<file path="src/rtl/sym_phase_decim.sv">
// Symbol-timing decimator: accumulates |I|+|Q| per sampling phase over an
// acquisition window, picks the strongest phase, then emits one I/Q per symbol.
module sym_phase_decim #(
  parameter int OSF      = 20,
  parameter int WI       = 18,
  parameter int ACQ_SYMS = 64,
  parameter int ACC_W    = WI + 1 + $clog2(ACQ_SYMS)
) (
  input  logic                   clk,
  input  logic                   rst,
  input  logic signed [WI-1:0]   i_in,
  input  logic signed [WI-1:0]   q_in,
  input  logic                   iq_val_i,
  input  logic                   reacq_i,
  output logic signed [WI-1:0]   i_sym,
  output logic signed [WI-1:0]   q_sym,
  output logic                   sym_val_o,
  output logic [$clog2(OSF)-1:0] phase_o,
  output logic                   lock_o
);

  localparam int PW = $clog2(OSF);
  localparam int SW = $clog2(ACQ_SYMS);
  localparam logic [PW-1:0] LAST_PH  = PW'(OSF - 1);
  localparam logic [SW-1:0] LAST_SYM = SW'(ACQ_SYMS - 1);

  typedef enum logic [1:0] {
    S_ACQ = 2'd0,
    S_SEL = 2'd1,
    S_TRK = 2'd2
  } state_t;

  state_t               r_state;
  state_t               w_state_next;

  logic [PW-1:0]        r_phase;
  logic [PW-1:0]        r_scan;
  logic [PW-1:0]        r_best_idx;
  logic [PW-1:0]        r_phase_o;
  logic [SW-1:0]        r_sym_cnt;
  logic [ACC_W-1:0]     r_bin [OSF];
  logic [ACC_W-1:0]     r_best_val;
  logic signed [WI-1:0] r_i_sym;
  logic signed [WI-1:0] r_q_sym;
  logic                 r_sym_val;

  logic                 w_take;
  logic                 w_last_ph;
  logic                 w_acq_done;
  logic                 w_acc_en;
  logic                 w_scan_last;
  logic                 w_gt;
  logic                 w_hit;
  logic [WI-1:0]        w_abs_i;
  logic [WI-1:0]        w_abs_q;
  logic [WI:0]          w_mag;
  logic [ACC_W-1:0]     w_scan_val;
  logic [PW-1:0]        w_best_idx_new;
  logic [OSF-1:0]       w_bin_en;

  // Negating the most negative code wraps to the same bit pattern, which read
  // as unsigned is exactly 2^(WI-1): the magnitude needs no saturation.
  assign w_abs_i = i_in[WI-1] ? $unsigned(-i_in) : $unsigned(i_in);
  assign w_abs_q = q_in[WI-1] ? $unsigned(-q_in) : $unsigned(q_in);
  assign w_mag   = {1'b0, w_abs_i} + {1'b0, w_abs_q};

  assign w_take      = iq_val_i && !reacq_i;
  assign w_last_ph   = (r_phase == LAST_PH);
  assign w_acc_en    = (r_state == S_ACQ) && w_take;
  assign w_acq_done  = w_acc_en && w_last_ph && (r_sym_cnt == LAST_SYM);
  assign w_scan_last = (r_scan == LAST_PH);
  assign w_scan_val  = r_bin[r_scan];
  assign w_gt        = (w_scan_val > r_best_val);
  assign w_best_idx_new = w_gt ? r_scan : r_best_idx;
  assign w_hit       = (r_state == S_TRK) && w_take && (r_phase == r_phase_o);

  genvar gi;
  generate
    for (gi = 0; gi < OSF; gi++) begin : g_bin_en
      assign w_bin_en[gi] = w_acc_en && (r_phase == PW'(gi));
    end
  endgenerate

  // FSM: state register
  always_ff @(posedge clk or negedge rst) begin
    if (!rst) r_state <= S_ACQ;
    else      r_state <= w_state_next;
  end

  // FSM: next state
  always_comb begin
    w_state_next = r_state;
    if (reacq_i) begin
      w_state_next = S_ACQ;
    end else begin
      case (r_state)
        S_ACQ:   if (w_acq_done)  w_state_next = S_SEL;
        S_SEL:   if (w_scan_last) w_state_next = S_TRK;
        S_TRK:   w_state_next = S_TRK;
        default: w_state_next = S_ACQ;
      endcase
    end
  end

  // FSM: outputs
  always_comb begin
    lock_o = (r_state == S_TRK);
  end

  assign i_sym     = r_i_sym;
  assign q_sym     = r_q_sym;
  assign sym_val_o = r_sym_val;
  assign phase_o   = r_phase_o;

  // Phase counter advances on every valid sample in every state.
  always_ff @(posedge clk or negedge rst) begin
    if (!rst) begin
      r_phase   <= '0;
      r_sym_cnt <= '0;
    end else if (reacq_i) begin
      r_phase   <= '0;
      r_sym_cnt <= '0;
    end else begin
      if (iq_val_i) r_phase <= w_last_ph ? '0 : r_phase + 1'b1;
      if (w_acc_en && w_last_ph) r_sym_cnt <= r_sym_cnt + 1'b1;
    end
  end

  always_ff @(posedge clk or negedge rst) begin
    if (!rst) begin
      for (int k = 0; k < OSF; k++) r_bin[k] <= '0;
    end else if (reacq_i) begin
      for (int k = 0; k < OSF; k++) r_bin[k] <= '0;
    end else begin
      for (int k = 0; k < OSF; k++)
        if (w_bin_en[k]) r_bin[k] <= r_bin[k] + ACC_W'(w_mag);
    end
  end

  // Max scan; strict compare keeps the lowest index on ties.
  always_ff @(posedge clk or negedge rst) begin
    if (!rst) begin
      r_scan     <= '0;
      r_best_val <= '0;
      r_best_idx <= '0;
      r_phase_o  <= '0;
    end else if (reacq_i || r_state != S_SEL) begin
      r_scan     <= '0;
      r_best_val <= '0;
      r_best_idx <= '0;
    end else begin
      r_scan <= w_scan_last ? '0 : r_scan + 1'b1;
      if (w_gt) begin
        r_best_val <= w_scan_val;
        r_best_idx <= r_scan;
      end
      if (w_scan_last) r_phase_o <= w_best_idx_new;
    end
  end

  always_ff @(posedge clk or negedge rst) begin
    if (!rst) begin
      r_i_sym   <= '0;
      r_q_sym   <= '0;
      r_sym_val <= 1'b0;
    end else begin
      r_sym_val <= w_hit;
      if (w_hit) begin
        r_i_sym <= i_in;
        r_q_sym <= q_in;
      end
    end
  end

endmodule

</file>
<file path="config.mk">
export PLATFORM = sky130hd
export DESIGN_NAME = sym_phase_decim
export DESIGN_NICKNAME = d
export VERILOG_FILES = /design/src/rtl/sym_phase_decim.sv
export SDC_FILE = /design/constraint.sdc
export NUM_CORES = 2
export LEC_CHECK = 0
export ABC_AREA = 1
export CAP_MARGIN = 25
export CORE_MARGIN = 5
export CORE_UTILIZATION = 65
export CTS_BUF_LIST = sky130_fd_sc_hd__clkbuf_4
export DETAILED_ROUTE_END_ITERATION = 7
export GPL_TIMING_DRIVEN = 0
export PLACE_DENSITY = 0.86
export SLEW_MARGIN = 20
export SYNTH_ARGS = -nofsm -noshare
export SYNTH_HDL_FRONTEND = slang
export SYNTH_SLANG_ARGS = --single-unit
</file>
<file path="constraint.sdc">
create_clock -name clk -period 3.67 [get_ports clk]
set_input_delay 0.734 -clock clk [delete_from_list [all_inputs] [get_ports clk]]
set_output_delay 0.734 -clock clk [all_outputs]
set_load 0.01 [all_outputs]
</file>
==> impl_metrics.yaml, run 1 <==
floorplan:
  die_x_um: 298.1
  row_count: 105
  num_io_pins: 83
  start_util: 0.6559
  die_h_um: 298.1
global_routing:
  grt_max_degree: 91
  grt_usage: 0.8260
  grt_overflow: 1555
clock_tree:
  cts-htree-levels: 4
  clk_path_buf_depth: 3
  cts.sinks: 590
  cts_root_buf: "clkbuf_4"
  numCtsBuffers: 171
run_status:
  run_status: "did not finish"
  stop_stage: "global routing (5_1_grt)"
  stop_error: "[ERROR GRT-0232] Routing congestion too high. Check the congestion heatmap in the GUI."
sta:
  worstEndpointType: "register data pin"
  crit_endpoint: "r_bin[149]$_DFFE_PN0P_/D"
yosys:
  synthArstFlopShare: 1.000
  ys_ff_latch: 590
  synth_area_leaders: "dfrtp_1 (27%), nand2_1 (17%), ha_1 (11%), a21oi_1 (7.3%), inv_1 (6.8%)"
  yosys_warnings: 0
  synth_cells: 8492
  syn-num-nets: 9008
  synth.top_cell.area_share: 0.2737
  synth_cell_type_count: 48
  synth_edf_count: 0
  synth-seq-area-share: 0.2737
  syn_area_mm2: 0.05394
  avgSynthCellArea_um2: 6.352
  synth.most_common_cell: "nand2_1"
  synth-main-ff-cell: "dfrtp_1"
  synth_common_cells: "nand2_1 (2512), inv_1 (980), a21oi_1 (783), nor2_1 (780), o21ai_0 (725)"
  synth_area_leader_cell: "dfrtp_1"
place:
  place.gp.congestion: 1.088
  portBuffers: 81
  hpwl_um: 163600
cell families after synthesis:
logic type,count (synthesis),synth area share
AND/OR/NAND/NOR,4298,0.3292
buffers and inverters,1209,0.08872
flip-flops,590,0.2737
XOR/XNOR,107,0.01737
adder cells (fa/ha/maj),476,0.1133
AO/OA/AOI/OAI,1812,0.1777
metrics by stage:
| stage | area [um^2] | std cells | setup slack, ps |
|---|---|---|---|
| 3_5_place_dp | 57370 | 9681 | -2897 |
| 3_3_place_gp | 56280 | 9643 | -25860 |
| 2_1_floorplan | 54130 | 8492 | -806.6 |
| 4_1_cts | 63530 | 10093 | -44.00 |
timing repair:
action	CTS
resized for setup	594
setup endpoints to repair	414
hold buffers	7
pin swaps	171
endpoints found under the hold margin	305
cloned	10
buffers inserted	106
per-layer routing:
layer | track usage | GRT overflow
met3 | 0.7089 | 178
met4 | 0.7984 | 386
met5 | 0.4778 | 9
met2 | 0.9575 | 781
met1 | 0.8308 | 201
==> inputs of run 2 (changes only) <==
CORE_UTILIZATION = 40   (was 65)
CTS_BUF_LIST = not set   (was sky130_fd_sc_hd__clkbuf_4)
PLACE_DENSITY = not set   (was 0.86)
PLACE_DENSITY_LB_ADDON = 0.15   (was not set)
==> run 2 against run 1 <==
The flow now finishes, with violations (design-rule violations, negative setup slack). Synthesized cell count unchanged. Area after synthesis is the same.
==> impl_metrics.yaml, run 2 <==
worst_setup_path:
  rr_endpoint: "phase_o[4]"
  slowest_stage: "ha_4"
  critPathMaxStageDelay_ps: 330
  critPathLaunchType: "input port"
  cp_top_family: "simple AND/OR/NAND/NOR gates"
  critical_path_arrival_ps: 4950
  r2r_start: "r_scan[0]"
  cp.depth: 29
  path_class: "input port to flop"
  cp_num_buf_inv: 8
  required_ps: 4280
  worstPathMaxFanout: 7
  setup.worst_path.end: "r_bin[97]"
  crit_start: "q_in[7]"
  r2r_slack_ps: 40
  critPathCaptureType: "flop"
  ff2ff_path_depth: 23
clock_tree:
  cts_root_buf: "clkbuf_16"
  cts_tree: "yes"
  path_clk_slew_ps: 60
  clk_path_buf_depth: 3
  numCtsBuffers: 80
  clock_latency_ps: 690
  cts-htree-levels: 3
  cts.sinks: 590
sta:
  setup_violations: 357
  max_slew.worst_pin.slew_ps: 1039
  rsz0062_at_grt: "true"
  postLayoutSetupSlackWorst_ps: -665.5
  max_freq_mhz: 230.7
  skew_ps: 28.42
  drv_slew: 0
  fin_crit_ps: 4335
  max_slew_margin: 0.3073
  finalCritPeriodShare: 1.181
  hold_violations: 0
routing:
  ant_nets: 0
  viasPerCell: 5.778
  drcViolationCount: 1
  drt_pass1_iterations: 8
  wl_per_cell_um: 23.19
  drtIter0Drc: 6538
  wl_um: 252400
  vias: 62893
floorplan:
  coreArea_mm2: 0.1338
  die_x_um: 377.2
  num_io_pins: 83
  start_util: 0.4032
  row_count: 134
  dieArea_mm2: 0.1423
  die_h_um: 377.2
global_routing:
  grt_pass1_vias: 57808
  grt_usage: 0.3333
  grt_max_degree: 86
  grt_pass1_wl_um: 361700
  grt_overflow: 0
  grt_antenna_before_repair: 5
place:
  dp_slack_ps: -3055
  portBuffers: 81
  hpwl_um: 181500
  place.gp.congestion: 1.003
run_status:
  failed_checks: "design-rule violations, negative setup slack"
  run_status: "complete, but fails checks"
min_path:
  hp-class: "input port to flop"
  min_path_cells: 3
power_and_ir_drop:
  p_leak_nw: 35.45
  ir_worst_vdd_v: 0.0003984
  power_w: 0.03775
  power_density_mw_per_mm2: 509.6
yosys:
  avgSynthCellArea_um2: 6.352
  synth-seq-area-share: 0.2737
  synth.most_common_cell: "nand2_1"
  synth_area_leaders: "dfrtp_1 (27%), nand2_1 (17%), ha_1 (11%), a21oi_1 (7.3%), inv_1 (6.8%)"
  yosys_warnings: 0
  synth_area_leader_cell: "dfrtp_1"
  synth-main-ff-cell: "dfrtp_1"
  syn_area_mm2: 0.05394
  synth_common_cells: "nand2_1 (2512), inv_1 (980), a21oi_1 (783), nor2_1 (780), o21ai_0 (725)"
  syn-num-nets: 9008
  synth_cell_type_count: 48
  ys_ff_latch: 590
  synth_edf_count: 0
  synth.top_cell.area_share: 0.2737
  synth_cells: 8492
  synthArstFlopShare: 1.000
final_layout:
  drive_gt1_frac: 0.2515
  top_register: "r_bin"
  final_common_cell: "nand2_1"
  top_regs: "r_bin (500), r_best_val (25)"
  largest_register_ffs: 500
  fillers: 12642
  final_cell_mix: "nand2_1 (2231), inv_1 (871), nor2_1 (618)"
  finish.utilization: 0.5537
  n_antenna_cell: 0
  nets: 9575
  synthToLayoutAreaGrowth_pct: 37.34
run:
  drv_cap: 0
-- run 2: cell counts after synthesis --
Identical to the previous run, type by type.
-- run 2: worst min-delay path, stage by stage --
cell     delay, ps
buf_8          110
nand2_1         60
nand2_1         50
-- run 2: power by group --
part	switching, W	leakage, nW	total (W)	internal (W)
Sequential	0.000259	8.19	0.00710	0.00684
Clock	0.00346	1.33	0.00847	0.00500
Combinational	0.0137	25.9	0.0222	0.00844
Total	0.0175	35.4	0.0378	0.0203
-- run 2: cell type report --
type | count | area [um^2] | area share
multi-input cells | 6693 | 43570 | 0.5882
clock buffers | 115 | 2359 | 0.03184
plain buffers | 198 | 1311 | 0.01770
clock inverters | 24 | 344.1 | 0.004644
flip-flops and latches | 590 | 14770 | 0.1993
well taps | 1768 | 2212 | 0.02986
inverters | 1011 | 3899 | 0.05263
repair buffers | 485 | 5620 | 0.07587
-- run 2: worst min path at each step --
stage | from | endpoint | slack (ps)
floorplan | rst | i_sym[0] | 440
global placement | i_sym[17] | i_sym[17] | 470
detailed placement | q_sym[12] | q_sym[12] | 460
CTS | i_in[4] | i_sym[4] | 260
global route | i_in[4] | i_sym[4] | 310
finish | i_in[4] | i_sym[4] | 290
-- run 2: stage by stage --
step	hold WS [ps]	std cells	instance area (um^2)	TNS [ps]
after CTS	262.0	10735	68160	-67440
after detailed placement	464.0	10390	58410	-1051670
after global routing	308.1	10884	74080	-169810
after global placement	466.7	10341	57150	-
final	292.2	10884	74080	-113480
after floorplan	438.4	8492	54130	-230490
-- run 2: logic make-up (layout without fill, tap and decap cells) --
logic type / after synthesis / count (layout) / share of synthesized area
adder cells (fa/ha/maj): 476 / 476 / 0.1133
XOR/XNOR: 107 / 107 / 0.01737
AND/OR/NAND/NOR: 4298 / 4298 / 0.3292
AO/OA/AOI/OAI: 1812 / 1812 / 0.1777
buffers and inverters: 1209 / 1833 / 0.08872
flip-flops: 590 / 590 / 0.2737
-- run 2: timing repair --
item | CTS | global route
buffers inserted | 198 | 159
pin swaps | 368 | 549
endpoints found under the setup margin | 500 | 416
hold buffers | 1 | 0
endpoints found under the hold margin | 32 | 0
gates cloned | 7 | 3
gates resized for setup | 1207 | 1329
-- run 2: routing by layer --
metal | GRT usage | vias to the layer above | share of wire
met5 | 0 | - | 0.00052
met4 | 0.1704 | 6 | 0.061
met3 | 0.06761 | 636 | 0.090
met2 | 0.5075 | 2975 | 0.43
met1 | 0.4491 | 30016 | 0.42
li1 | - | 29260 | -
No activity file was read; power rests on OpenSTA's default activity.
